[src/rtl/traffic_light_fsm.sv]
// Intersection phase sequencer driven by the 1 s tick: NS/EW green-yellow-all-red
// cycle with an optional pedestrian walk phase and a night flashing-yellow mode.
module traffic_light_fsm #(
  parameter int unsigned T_GREEN   = 10,
  parameter int unsigned T_YELLOW  = 3,
  parameter int unsigned T_ALL_RED = 2,
  parameter int unsigned T_PED     = 8
) (
  input  logic       clk,
  input  logic       rst,
  input  logic       tick,
  input  logic       ped_req,
  input  logic       night_mode,
  output logic       ns_red,
  output logic       ns_yellow,
  output logic       ns_green,
  output logic       ew_red,
  output logic       ew_yellow,
  output logic       ew_green,
  output logic       ped_walk,
  output logic [7:0] sec_left,
  output logic [2:0] phase
);

  localparam int unsigned CNT_W  = 8;
  localparam int unsigned ST_W   = 3;
  localparam int unsigned LAMP_W = 7;

  localparam logic [ST_W-1:0] NS_GREEN  = 3'd0;
  localparam logic [ST_W-1:0] NS_YELLOW = 3'd1;
  localparam logic [ST_W-1:0] CLR_A     = 3'd2;
  localparam logic [ST_W-1:0] EW_GREEN  = 3'd3;
  localparam logic [ST_W-1:0] EW_YELLOW = 3'd4;
  localparam logic [ST_W-1:0] CLR_B     = 3'd5;
  localparam logic [ST_W-1:0] PED_WALK  = 3'd6;
  localparam logic [ST_W-1:0] FLASH     = 3'd7;

  localparam logic [CNT_W-1:0] LD_GREEN   = CNT_W'(T_GREEN);
  localparam logic [CNT_W-1:0] LD_YELLOW  = CNT_W'(T_YELLOW);
  localparam logic [CNT_W-1:0] LD_ALL_RED = CNT_W'(T_ALL_RED);
  localparam logic [CNT_W-1:0] LD_PED     = CNT_W'(T_PED);

  // Lamp vector order: {ns_r, ns_y, ns_g, ew_r, ew_y, ew_g, walk}
  localparam logic [LAMP_W-1:0] LAMPS_RST = 7'b100_100_0;

  logic              tick_q;
  logic              tick_ev;
  logic [ST_W-1:0]   state_q, state_d;
  logic [CNT_W-1:0]  cnt_q, cnt_d;
  logic              ped_pending_q, ped_pending_d;
  logic              flash_ph_q, flash_ph_d;
  logic [LAMP_W-1:0] lamps_q, lamps_d;

  assign tick_ev = tick & ~tick_q;

  // Moore lamp decode; FLASH shows only the blinking yellows.
  function automatic logic [LAMP_W-1:0] decode_lamps(input logic [ST_W-1:0] st,
                                                     input logic            ph);
    logic ns_g, ns_y, ew_g, ew_y, flash;
    flash = (st == FLASH);
    ns_g  = (st == NS_GREEN);
    ns_y  = (st == NS_YELLOW) | (flash & ph);
    ew_g  = (st == EW_GREEN);
    ew_y  = (st == EW_YELLOW) | (flash & ph);
    return {~flash & ~ns_g & ~ns_y, ns_y, ns_g,
            ~flash & ~ew_g & ~ew_y, ew_y, ew_g,
            (st == PED_WALK)};
  endfunction

  // Duration loaded on entry to each timed state.
  function automatic logic [CNT_W-1:0] load_for(input logic [ST_W-1:0] st);
    logic [CNT_W-1:0] ld;
    ld = '0;
    case (st)
      NS_GREEN, EW_GREEN:  ld = LD_GREEN;
      NS_YELLOW, EW_YELLOW: ld = LD_YELLOW;
      CLR_A, CLR_B:        ld = LD_ALL_RED;
      PED_WALK:            ld = LD_PED;
      default:             ld = '0;
    endcase
    return ld;
  endfunction

  always_ff @(posedge clk or negedge rst) begin
    if (!rst) begin
      tick_q        <= 1'b0;
      state_q       <= CLR_B;
      cnt_q         <= LD_ALL_RED;
      ped_pending_q <= 1'b0;
      flash_ph_q    <= 1'b0;
      lamps_q       <= LAMPS_RST;
    end else begin
      tick_q        <= tick;
      state_q       <= state_d;
      cnt_q         <= cnt_d;
      ped_pending_q <= ped_pending_d;
      flash_ph_q    <= flash_ph_d;
      lamps_q       <= lamps_d;
    end
  end

  // Next-state: night mode outranks counter expiry on the same tick event.
  always_comb begin
    state_d    = state_q;
    cnt_d      = cnt_q;
    flash_ph_d = flash_ph_q;
    if (tick_ev) begin
      if (night_mode && (state_q != FLASH)) begin
        state_d    = FLASH;
        cnt_d      = '0;
        flash_ph_d = 1'b1;
      end else if (state_q == FLASH) begin
        flash_ph_d = ~flash_ph_q;
        if (!night_mode) begin
          state_d = CLR_B;
          cnt_d   = LD_ALL_RED;
        end
      end else if (cnt_q > CNT_W'(1)) begin
        cnt_d = cnt_q - CNT_W'(1);
      end else begin
        case (state_q)
          NS_GREEN:  state_d = NS_YELLOW;
          NS_YELLOW: state_d = CLR_A;
          CLR_A:     state_d = EW_GREEN;
          EW_GREEN:  state_d = EW_YELLOW;
          EW_YELLOW: state_d = CLR_B;
          CLR_B:     state_d = ped_pending_q ? PED_WALK : NS_GREEN;
          PED_WALK:  state_d = NS_GREEN;
          default:   state_d = CLR_B;
        endcase
        cnt_d = load_for(state_d);
      end
    end
  end

  // Entering the walk consumes the request, even one arriving on that edge.
  always_comb begin
    ped_pending_d = ped_pending_q;
    if ((state_d == PED_WALK) && (state_q != PED_WALK)) begin
      ped_pending_d = 1'b0;
    end else if (ped_req && (state_q != PED_WALK)) begin
      ped_pending_d = 1'b1;
    end
  end

  always_comb begin
    lamps_d = decode_lamps(state_d, flash_ph_d);
  end

  assign {ns_red, ns_yellow, ns_green, ew_red, ew_yellow, ew_green, ped_walk} = lamps_q;
  assign sec_left = cnt_q;
  assign phase    = state_q;

endmodule
[config.mk]
export PLATFORM = sky130hd
export DESIGN_NAME = traffic_light_fsm
export DESIGN_NICKNAME = d
export VERILOG_FILES = /design/src/rtl/traffic_light_fsm.sv
export SDC_FILE = /design/constraint.sdc
export NUM_CORES = 1
export LEC_CHECK = 0
export ABC_AREA = 1
export CORE_UTILIZATION = 45
export DETAILED_ROUTE_END_ITERATION = 7
export PLACE_DENSITY_LB_ADDON = 0.2
export SETUP_SLACK_MARGIN = 0.1
export SLEW_MARGIN = 20
export SYNTH_ARGS = -nofsm -noshare
export SYNTH_HDL_FRONTEND = slang
export SYNTH_SLANG_ARGS = --single-unit
[constraint.sdc]
create_clock -name clk -period 1.71 [get_ports clk]
set_input_delay 0.2565 -clock clk [delete_from_list [all_inputs] [get_ports clk]]
set_output_delay 0.2565 -clock clk [all_outputs]
set_load 0.01 [all_outputs]
# Yosys cells after proc, flatten, opt, wreduce, memory -nomap -nowiden
# Index checks and enable logic that the tools add are counted.
[word_totals]
out_inout_bits = 18
ramBits = 0
mem_bits_ro = 0
in_bits = 5
reg_bits = 21
latchBits = 0
memories = 0
word_cells = 75
[op_classes]
order_cmp = 1
n_shift = 0
div_mod_pow = 0
n_eq_ne = 20
addsub = 1
multipliers = 0
mux = 21
reduce_logical = 11
n_bitwise = 15
[op_table]
columns = ["operator", "n"]
rows = [
  ["$mux W8", 4],
  ["$mux W3", 10],
  ["$eq A3 B3 Y1 const B", 9],
  ["$pmux W3 S6", 1],
  ["$pmux W4 S4", 1],
  ["$eq A3 B2 Y1 const B", 5],
  ["$eq A3 B1 Y1 const B", 3],
  ["$logic_not A3 Y1", 3],
  ["$ne A3 B3 Y1 const B", 3],
  ["$gt A8 B1 Y1 const B", 1],
  ["$sub A8 B1 Y8 const B", 1],
  ["$not A1 Y1", 7],
  ["$and A1 B1 Y1", 6],
  ["$reduce_or A2 Y1", 3],
  ["$mux W1", 5],
  ["$logic_and A1 B1 Y1", 3],
  ["$or A1 B1 Y1", 2],
  ["$reduce_and A2 Y1", 1],
  ["$reduce_bool A2 Y1", 1],
]

# Depth between registers and ports, before layout
# Gate-level depths: netlist of the first run.
[depth]
ltp_word = 15
mapped_depth = 13
ltp_nobuf = 13

# Least setup slack after synthesis of the first run
# Ideal clock, no wire load.
[synth_timing]
kind = "flip-flop to flip-flop"
startpoint = "register cnt_q[1] (netlist: sec_left[1])"
endpoint = "register lamps_q[6]"
t_arrival_ns = 1.641
setup_ns = 0.074
path_stages_with_launch = 12
n_path_buf = 0
setup_slack_ns = -0.004
synth_period_minus_slack_ns = 1.714
path_cell_list = "dfstp_2 > inv_1 > ha_1 > inv_1 > nand2_1 > nand2_1 > nor2_4 > a21oi_1 > a21o_4 > nand3_1 > nand2_1 > nor2_1"
[synth_between]
elab_chain_cells = 10
word_cells_on_any_way = 15
classes_between = "order compare (1); eq/ne (2); mux (4); bitwise (7); reduce/logical (1)"
[synth_lines]
columns = ["item", "line", "source"]
rows = [
  ["start: declaration", "49", "logic [CNT_W-1:0] cnt_q, cnt_d;"],
  ["start signal: assignment", "95", "cnt_q <= cnt_d;"],
  ["$gt A8 B1 Y1 *", "118", "end else if (cnt_q > CNT_W'(1)) begin"],
  ["$mux W3 *", "118", ""],
  ["$mux W3 *", "112", "end else if (state_q == FLASH) begin"],
  ["$mux W3 *", "108", "if (night_mode && (state_q != FLASH)) begin"],
  ["$mux W3 *", "107", "if (tick_ev) begin"],
  ["$eq A3 B3 Y1", "60", "flash = (st == FLASH);"],
  ["$and A1 B1 Y1", "62", "ns_y = (st == NS_YELLOW) | (flash & ph);"],
  ["$or A1 B1 Y1 *", "62", ""],
  ["named net lamps_d[5]", "52", "logic [LAMP_W-1:0] lamps_q, lamps_d;"],
  ["$not A1 Y1 *", "65", "return {~flash & ~ns_g & ~ns_y, ns_y, ns_g,"],
  ["$and A1 B1 Y1 *", "65", ""],
  ["named net lamps_d[6]", "52", ""],
  ["end signal: assignment", "98", "lamps_q <= lamps_d;"],
  ["end: declaration", "52", ""],
]
# Mark *: on every way through the listed nets, which the timed path passes. The rest lies on a longest branch.
# A chain may end at the register's enable or synchronous reset.

# Worst setup path after layout of the first run
[layout_timing]
startpoint = "register cnt_q[1] (netlist: sec_left[1])"
endpoint = "register lamps_q[6]"
[layout_between]
elab_chain_cells = 10
word_cells_on_any_way = 15
classes_between = "order compare (1); eq/ne (2); mux (4); bitwise (7); reduce/logical (1)"
[layout_lines]
columns = ["item", "line", "source"]
rows = [
  ["$gt A8 B1 Y1 *", "118", ""],
  ["$mux W3 *", "118", ""],
  ["$mux W3 *", "112", ""],
  ["$mux W3 *", "108", ""],
  ["$mux W3 *", "107", ""],
  ["named net state_d[2]", "48", "logic [ST_W-1:0] state_q, state_d;"],
  ["$eq A3 B3 Y1", "60", ""],
  ["$and A1 B1 Y1", "62", ""],
  ["$or A1 B1 Y1", "62", ""],
  ["$not A1 Y1", "65", ""],
  ["$and A1 B1 Y1 *", "65", ""],
  ["named net lamps_d[6]", "52", ""],
]
# Marks and branches as above.

==> flow_summary.yaml, run 1 <==
run_status:
  status: "finished, final reports clean"
pwr:
  combPwrFrac: 0.650
  p_int_mw: 1.76
  switching_share: 0.451
  total_leakage_power_nw: 0.858
  p_total_mw: 3.22
  power_frac_clock: 0.080
  p_switching_mw: 1.45
  pwr-share-seq: 0.270
  p_per_area_mw_per_mm2: 1880
  ir_worst_vdd_mv: 1.42
grt:
  overflow: 0
  grt_pass1_vias: 1027
  antenna_found_initial: 0
  grt_use_total: 0.213
  grt_max_degree: 22
  grt_pass1_wl_mm: 4.33
drt:
  vias_per_cell: 4.98
  ant_nets: 0
  drt_pass1_iterations: 4
  drt-total-wl_mm: 2.78
  vias: 1090
  wire_per_inst_microns: 12.7
  drt_iter0_drc: 30
  drcViolationCount: 0
clock_network:
  clkTransAtPathRegs_ps: 130
  cts-root-buf: "clkbuf_4"
  clk_latency_ps: 320
  numCtsBuffers: 3
  htreeDepth: 1
  cts.path.max_buffers: 2
  cts.sinks: 21
  cts_tree: "yes"
floorplanning:
  fp-row-count: 18
  core_area_sq_mm: 0.00248
  die_h_microns: 53.3
  ioPinCount: 23
  die-area_sq_mm: 0.00284
  die_w_microns: 53.3
  initial_core_util: 0.478
layout:
  antenna_cells: 0
  fill_cells: 201
  multi_input_area_sq_um: 628
  areaGrowthSynthToFinish_pct: 44.3
  seqCellArea_sq_um: 534
  finalNetCount: 197
  layout-drive-gt1-share: 0.360
  design_area_sq_mm: 0.00171
  final_cells: 219
placement:
  placed_area_sq_mm: 0.00154
  io_buffer_count: 22
  dp_hpwl_mm: 1.93
  placed_cells: 205
  gp_congestion: 0.822
timing:
  relSlewSlack: 0.820
  slew_viol_final: 0
  fmax_mhz: 588
  post-route-period-util: 0.995
  worst_slew_pin_slew_ps: 267
  setup_viol: 0
  period_minus_slack_ps: 1700
  hold_viol: 0
  skew_ps: 7.60
  rsz0062_at_grt: "true"
logic_synthesis:
  yosysSeqAreaShare: 0.449
  synth_warnings: 0
  syn_inst: 142
  syn_area_per_cell_sq_um: 8.34
  synth-seq-cells: 21
  synth_cell_types: 30
  synthesis.nets: 149
  synth_area_sq_mm: 0.00118
worst_setup_path:
  critPathMaxStageDelay_ps: 580
  crit_required_ps: 1980
  crit_type: "reg -> reg"
  cp_slowest_cell: "dfstp_2"
  critPathLaunchType: "flip-flop"
  worstPathArrival_ps: 1970
  cp_max_fo: 4
  path_cells: "inv_4 -> ha_4 -> nor2_2 -> nor2_1 -> nand3_2 -> nand2_2 -> nand2_2 -> nand2_4 -> buf_4 -> nand3_1 -> nand2_1 -> nor2_1"
  cp_top_family: "simple AND/OR/NAND/NOR gates"
  endpoint_kind: "flip-flop"
  critical_path_buf_inv_count: 2
flow_run:
  maxCapViolations: 0
hold_path:
  hp-class: "in -> async"
## logic make-up (layout without fill, tap and decap cells)
group | Yosys count | after routing | share of synthesized area
AOI/OAI and AO/OA | 21 | 21 | 0.123
and+or+nand+nor | 67 | 67 | 0.292
DFF | 21 | 21 | 0.449
buffers and inverters | 27 | 74 | 0.0856
xor gates and xnor gates | 4 | 4 | 0.0296
adders and majority gates | 2 | 2 | 0.0211
## timing repair
item                       in CTS  in global routing
gates cloned                    0                  0
resized for setup              21                  7
hold buffers                    0                  0
setup buffers                   6                  4
pin swaps                      11                 11
setup endpoints to repair      16                 17
## per-layer routing
layer / global-route usage / up-vias / routed length (microns)
li1: - / 545 / -
met3: 0.0230 / 6 / 92
met2: 0.392 / 29 / 1470
met1: 0.242 / 510 / 1170
met5: 0 / - / 0
met4: 0.0965 / 0 / 45
## layout by cell type (no fill, tap or decap), drive strengths merged
cell           Yosys  routed
nand4              2       2
nand3b             1       1
a31oi              2       2
clkbuf             0       3
nor3b              1       1
nand3             11      11
a21o               2       2
nor3               4       4
o22ai              2       2
clkdlybuf4s50      0      16
dfrtp             16      16
o21ai              8       8
dlygate4sd2        0       5
nor2              16      16
nand2             32      32
dfstp              5       5
o32ai              1       1
o221ai             1       1
dlymetal6s2s       0       1
buf                0      21
inv               27      27
xor2               4       4
clkinv             0       1
ha                 2       2
a21oi              5       5
## sequential cells by signal, indices dropped and copies added, names as in the netlist
| signal | flops |
|---|---|
| flash_ph_q | 1 |
| lamps_q | 7 |
| ped_pending_q | 1 |
| phase | 3 |
| sec_left | 8 |
| tick_q | 1 |
## synth_stat cells (all sizes together)
library cell,number,share of area
a21o,2,0.019
a21oi,5,0.031
a31oi,2,0.011
dfrtp,16,0.34
dfstp,5,0.11
ha,2,0.021
inv,27,0.086
nand2,32,0.13
nand3,11,0.061
nand3b,1,0.0063
nand4,2,0.011
nor2,16,0.059
nor3,4,0.017
nor3b,1,0.0063
o21ai,8,0.037
o221ai,1,0.0074
o22ai,2,0.011
o32ai,1,0.0074
xor2,4,0.030
## final timing paths
path,from,end,slack (ps),depth (start not counted)
min in group clk,tick,tick_q,400,1
worst max-delay path,sec_left[1],lamps_q[6],9,12
worst max register to register,sec_left[1],lamps_q[6],9,12
max in group asynchronous,rst,phase[0],1170,2
worst min register to register,flash_ph_q,flash_ph_q,560,2
worst min-delay path,rst,sec_left[2],260,2
## through the flow
stage	hold WS, ps	setup TNS, ps	utilization	setup WS (ps)
after floorplan	-39.1	0	-	104
after global placement	516	-46.8	0.620	-30.6
after detailed placement	526	-779	0.620	-146
after CTS	276	-13.9	0.670	-13.9
after global routing	310	-485	0.689	-105
final	259	0	0.689	9.27
## area by class of cell
| type | count | share of cell area |
|---|---|---|
| timing repair buffer | 43 | 0.219 |
| clock inverter | 1 | 0.00293 |
| inverter | 27 | 0.0623 |
| sequential | 21 | 0.313 |
| tap | 30 | 0.0220 |
| multi-input combinational | 94 | 0.368 |
| clock buffer | 3 | 0.0132 |
## power by group through the flow
stage | clock, mW | sequential, mW | combinational [mW]
2_1_floorplan | 0 | 0.973 | 1.01
3_3_place_gp | 0 | 0.903 | 1.71
3_5_place_dp | 0 | 0.913 | 1.73
4_1_cts | 0.259 | 0.875 | 1.95
5_1_grt | 0.282 | 0.892 | 2.29
6_report | 0.258 | 0.868 | 2.09
(Power assumes the default switching activity.)
==> inputs of run 2 (changes only) <==
--- a/config.mk
+++ b/config.mk
@@ -6,7 +6,7 @@
 export NUM_CORES = 1
 export LEC_CHECK = 0
 export ABC_AREA = 1
-export CORE_UTILIZATION = 45
+export CORE_UTILIZATION = 50
 export DETAILED_ROUTE_END_ITERATION = 7
 export PLACE_DENSITY_LB_ADDON = 0.2
 export SETUP_SLACK_MARGIN = 0.1
==> constraint.sdc (replaced) <==
create_clock -name clk -period 1.8 [get_ports clk]
set_input_delay 0.27 -clock clk [delete_from_list [all_inputs] [get_ports clk]]
set_output_delay 0.27 -clock clk [all_outputs]
set_load 0.01 [all_outputs]
==> run 2 against run 1 <==
  * Sequential power shrank 4.8%
  * Fmax shrank 2.3%
  * Highest routed layer unchanged
  * Largest cell class unchanged
  * Die area shrank 9.6%
  * Critical endpoint is now ped_pending_q
==> flow_summary.yaml, run 2 (synthesized netlist as in run 1, its figures left out) <==
run_status:
  status: "finished, final reports clean"
timing:
  skew_ps: 1.06
  setup_viol: 0
  hold_viol: 0
  fmax_mhz: 575
  relSlewSlack: 0.822
  slew_viol_final: 0
  rsz0062_at_grt: "true"
  post-route-period-util: 0.967
  worst_slew_pin_slew_ps: 267
  period_minus_slack_ps: 1740
  setup_ws_ps: 59.8
  fin_setup_tns_ps: 0
clock_network:
  clk_latency_ps: 300
  cts_tree: "yes"
  cts_hold_buf: 0
  cts.path.max_buffers: 2
  numCtsBuffers: 3
  clkTransAtPathRegs_ps: 120
  cts.sinks: 21
  cts-root-buf: "clkbuf_4"
  htreeDepth: 1
placement:
  dp_hpwl_mm: 1.96
  io_buffer_count: 22
  place_ws_ps: -54.2
  gp_congestion: 0.830
worst_setup_path:
  critPathLaunchType: "flip-flop"
  cp_top_family: "flip-flops"
  cp_max_fo: 6
  critPathMaxStageDelay_ps: 580
  crit_type: "reg -> reg"
  path_cells: "inv_4 -> ha_4 -> inv_2 -> nand2_2 -> nand2_2 -> nor2_4 -> nand2_1 -> nand2_2 -> a21oi_4 -> buf_6 -> nand3_2 -> nand2_1 -> inv_1"
  crit_top_cell: "nand2_2"
  critical_path_buf_inv_count: 4
  r2r_slack_ps: 60
  crit_required_ps: 2020
  cp_slowest_cell: "dfstp_2"
  worstPathArrival_ps: 1960
  endpoint_kind: "flip-flop"
layout:
  final_cell_mix: "inv_1, clkdlybuf4s50_1, nand2_1"
  post-route-util: 0.752
  fill_cells: 165
  antenna_cells: 0
  layout_commonest_cell: "inv_1"
  layout-drive-gt1-share: 0.326
  largest_reg_flops: 8
  finalNetCount: 192
  areaGrowthSynthToFinish_pct: 40.5
pwr:
  total_leakage_power_nw: 0.835
  p_total_mw: 2.99
  p_per_area_mw_per_mm2: 1800
  ir_worst_vdd_mv: 1.17
drt:
  drt_pass1_iterations: 5
  vias: 1140
  drcViolationCount: 0
  ant_nets: 0
  vias_per_cell: 5.38
  drt-total-wl_mm: 2.82
  drt_iter0_drc: 37
  wire_per_inst_microns: 13.3
floorplanning:
  ioPinCount: 23
  die_h_microns: 50.7
  die_w_microns: 50.7
  core_area_sq_mm: 0.00221
  die-area_sq_mm: 0.00257
  initial_core_util: 0.535
  fp-row-count: 17
grt:
  grt_pass1_wl_mm: 4.33
  grt_pass1_vias: 1034
  grt_use_total: 0.232
  grt_max_degree: 22
  overflow: 0
  antenna_found_initial: 0
flow_run:
  maxCapViolations: 0
hold_path:
  hp-class: "in -> async"
-- run 2: repair_timing --
| item | CTS | global route |
|---|---|---|
| pin swaps | 4 | 11 |
| gates resized for setup | 8 | 18 |
| endpoints found under the hold margin | 0 | 0 |
| setup buffers | 3 | 6 |
| cloned | 0 | 0 |
| endpoints found under the setup margin | 11 | 13 |
-- run 2: per-layer routing --
metal	global-route usage	routed length [microns]	up-vias
li1	-	-	542
met1	0.250	1130	556
met2	0.429	1530	36
met3	0.0394	121	6
met4	0.120	36	0
met5	0	0	-
-- run 2: final cells by class --
| class | count | area (sq um) | share of cell area |
|---|---|---|---|
| inverter | 27 | 109 | 0.0655 |
| clock buffer | 3 | 22.5 | 0.0135 |
| sequential | 21 | 533 | 0.321 |
| timing repair buffer | 38 | 345 | 0.208 |
| multi-input combinational | 94 | 613 | 0.369 |
| clock inverter | 1 | 5.00 | 0.00301 |
| tap | 28 | 35.0 | 0.0211 |
-- run 2: through the flow --
| step | hold slack [ps] | cells | cell area [sq um] |
|---|---|---|---|
| 6_report | 283 | 212 | 1660 |
| 5_1_grt | 329 | 212 | 1660 |
| 4_1_cts | 291 | 206 | 1570 |
| 3_5_place_dp | 550 | 199 | 1500 |
| 3_3_place_gp | 543 | 199 | 1500 |
| 2_1_floorplan | -25.6 | 142 | 1190 |
-- run 2: final timing paths --
check / start / endpoint / cells past startpoint
setup / recovery: sec_left[1] / ped_pending_q / 13
setup reg to reg: sec_left[1] / ped_pending_q / 13
hold / removal: rst / sec_left[0] / 2
max in group asynchronous: rst / phase[0] / 2
hold reg to reg: flash_ph_q / flash_ph_q / 2
min in group clk: tick / tick_q / 1
-- run 2: worst register-to-register path, cell delays in order (launching register included) --
cell and delay [ps]:
dfstp_2 580, inv_4 50, ha_4 160, inv_2 50
nand2_2 40, nand2_2 70, nor2_4 60, nand2_1 80
nand2_2 80, a21oi_4 200, buf_6 130, nand3_2 60
nand2_1 60, inv_1 30
-- run 2: where the power goes --
part | leakage (nW) | internal [mW] | switching (mW)
clock | 0.0177 | 0.0829 | 0.149
sequential | 0.252 | 0.692 | 0.134
combinational | 0.565 | 0.860 | 1.08
==> edit (flow settings as in run 1) <==
Add an input register stage for `tick`, `ped_req` and `night_mode`, without a reset; this delays them by one clock.
--- a/src/rtl/traffic_light_fsm.sv
+++ b/src/rtl/traffic_light_fsm.sv
@@ -43,6 +43,16 @@
   // Lamp vector order: {ns_r, ns_y, ns_g, ew_r, ew_y, ew_g, walk}
   localparam logic [LAMP_W-1:0] LAMPS_RST = 7'b100_100_0;
 
+  logic tick_r;
+  logic ped_req_q;
+  logic night_mode_q;
+
+  always_ff @(posedge clk) begin
+    tick_r       <= tick;
+    ped_req_q    <= ped_req;
+    night_mode_q <= night_mode;
+  end
+
   logic              tick_q;
   logic              tick_ev;
   logic [ST_W-1:0]   state_q, state_d;
@@ -51,7 +61,7 @@
   logic              flash_ph_q, flash_ph_d;
   logic [LAMP_W-1:0] lamps_q, lamps_d;
 
-  assign tick_ev = tick & ~tick_q;
+  assign tick_ev = tick_r & ~tick_q;
 
   // Moore lamp decode; FLASH shows only the blinking yellows.
   function automatic logic [LAMP_W-1:0] decode_lamps(input logic [ST_W-1:0] st,
@@ -90,7 +100,7 @@
       flash_ph_q    <= 1'b0;
       lamps_q       <= LAMPS_RST;
     end else begin
-      tick_q        <= tick;
+      tick_q        <= tick_r;
       state_q       <= state_d;
       cnt_q         <= cnt_d;
       ped_pending_q <= ped_pending_d;
@@ -105,13 +115,13 @@
     cnt_d      = cnt_q;
     flash_ph_d = flash_ph_q;
     if (tick_ev) begin
-      if (night_mode && (state_q != FLASH)) begin
+      if (night_mode_q && (state_q != FLASH)) begin
         state_d    = FLASH;
         cnt_d      = '0;
         flash_ph_d = 1'b1;
       end else if (state_q == FLASH) begin
         flash_ph_d = ~flash_ph_q;
-        if (!night_mode) begin
+        if (!night_mode_q) begin
           state_d = CLR_B;
           cnt_d   = LD_ALL_RED;
         end
@@ -138,7 +148,7 @@
     ped_pending_d = ped_pending_q;
     if ((state_d == PED_WALK) && (state_q != PED_WALK)) begin
       ped_pending_d = 1'b0;
-    end else if (ped_req && (state_q != PED_WALK)) begin
+    end else if (ped_req_q && (state_q != PED_WALK)) begin
       ped_pending_d = 1'b1;
     end
   end
Function: changed (a bounded check fails within 4 cycles, from zero or initial values and one cycle with rst low).
==> edit against run 1 <==
Worst setup slack lost 0.029 ns; power up 20%; via count grew 19%; the flow now finishes with violations (negative setup slack); non-clock buffer count grew 10; combinational power is 20% higher; cell area increased by 13%; sequential cell count rose by 3; wire length grew 19%; synthesized area rose by 12%.
==> edit: results (changes against run 1) <==
Parameter                              Value

Status
  Outcome    finished, violations left
  Violations in the final reports    negative setup slack

Pwr
  Clock power share    0.107 (+0.027)
  Sw Share    0.429 (-0.0227)
  Worst vdd rail ir drop    0.00145 V (+2.8%)

Drt
  Count of routing violations after the opening detailed-route iteration    73 (+140%)
  Via-per-instance ratio    5.20 (+4.6%)
  Detailed-route wire length per cell    13.3 um (+4.8%)
  Routed length on met1    1.44 mm (+23%)
  Post-detailed-routing wire length    3.31 mm (+19%)

Timing
  Total setup violations reported at the end of the flow    3 (+3)
  Setup total negative slack    -0.0416 ns (-0.0416 ns)
  PnR worst setup slack    -0.0202 ns (-0.0295 ns)
  Worst Clk Skew    0.00457 ns (-0.00304 ns)
  Least-Margin Pin Slew    0.467 ns (+0.199 ns)

Global routing
  Met3 demand-to-capacity share in global routing    0.0628 (+0.0398)
  GR met2 Demand/Resource    0.342 (-0.0498)
  GRT Util Overall    0.203 (-0.0102)
  Met1 track demand over resource in global routing    0.233 (-0.00867)
  Global-route wire length before repair    5.00 mm (+15%)

Yosys
  Async set-or-reset flop fraction in the synthesized netlist    0.875 (-0.125)
  Net count of the mapped netlist    169 (+13%)
  Post-Synth Adder-Cell Area    0.0190 (-0.00218)
  Post-Synthesis Cells    162 (+14%)
  Leading cell types by total area after synthesis    dfrtp_1, dfstp_2, nand2_1
  Sequential fraction of the synthesis area    0.448 (-0.000919)
  Area share of xor/xnor cells in the synthesized design    0.0133 (-0.0163)

Placed design
  Post-placement cell count    221 (+7.8%)
  Pre-CTS setup slack    -0.0648 ns (+0.0817 ns)
  Weighted congestion reported at the end of routability-driven placement    0.857 (+4.3%)

Cells and area
  Fin nets    226 (+15%)
  Filler cell count in the final layout    194 (-3.5%)
  Fraction of layout cells with a size suffix above 1    0.376 (+0.0164)

Critical path
  Data arrival time of the worst path    2.00 ns (+0.03 ns)
  Delay-heaviest family, CP    flip-flops
## edit: cell count changes after synthesis, sizes merged, moves of 3 or more
cell	delta
a21oi	+3
nand3	+3
nand2	+11
dfxtp	+3
## edit: worst paths after layout
kind,from,to,slack (ns)
max reg2reg,sec_left[1],lamps_q[6],-0.02
max in group asynchronous,rst,phase[0],1.17
min reg2reg,tick_r,tick_q,0.36
min,rst,sec_left[0],0.26
min in group clk,tick_r,tick_q,0.36
max,sec_left[1],lamps_q[6],-0.02
## edit: final cells by class
| cell class | instances | area, um^2 | share of cell area |
|---|---|---|---|
| inverter | 28 | 113 | 0.0581 |
| clock buffer | 3 | 22.5 | 0.0116 |
| multi-input combinational | 109 | 669 | 0.346 |
| clock inverter | 1 | 30.0 | 0.0155 |
| sequential | 24 | 593 | 0.306 |
| tap | 31 | 38.8 | 0.0200 |
| timing repair buffer | 53 | 470 | 0.243 |
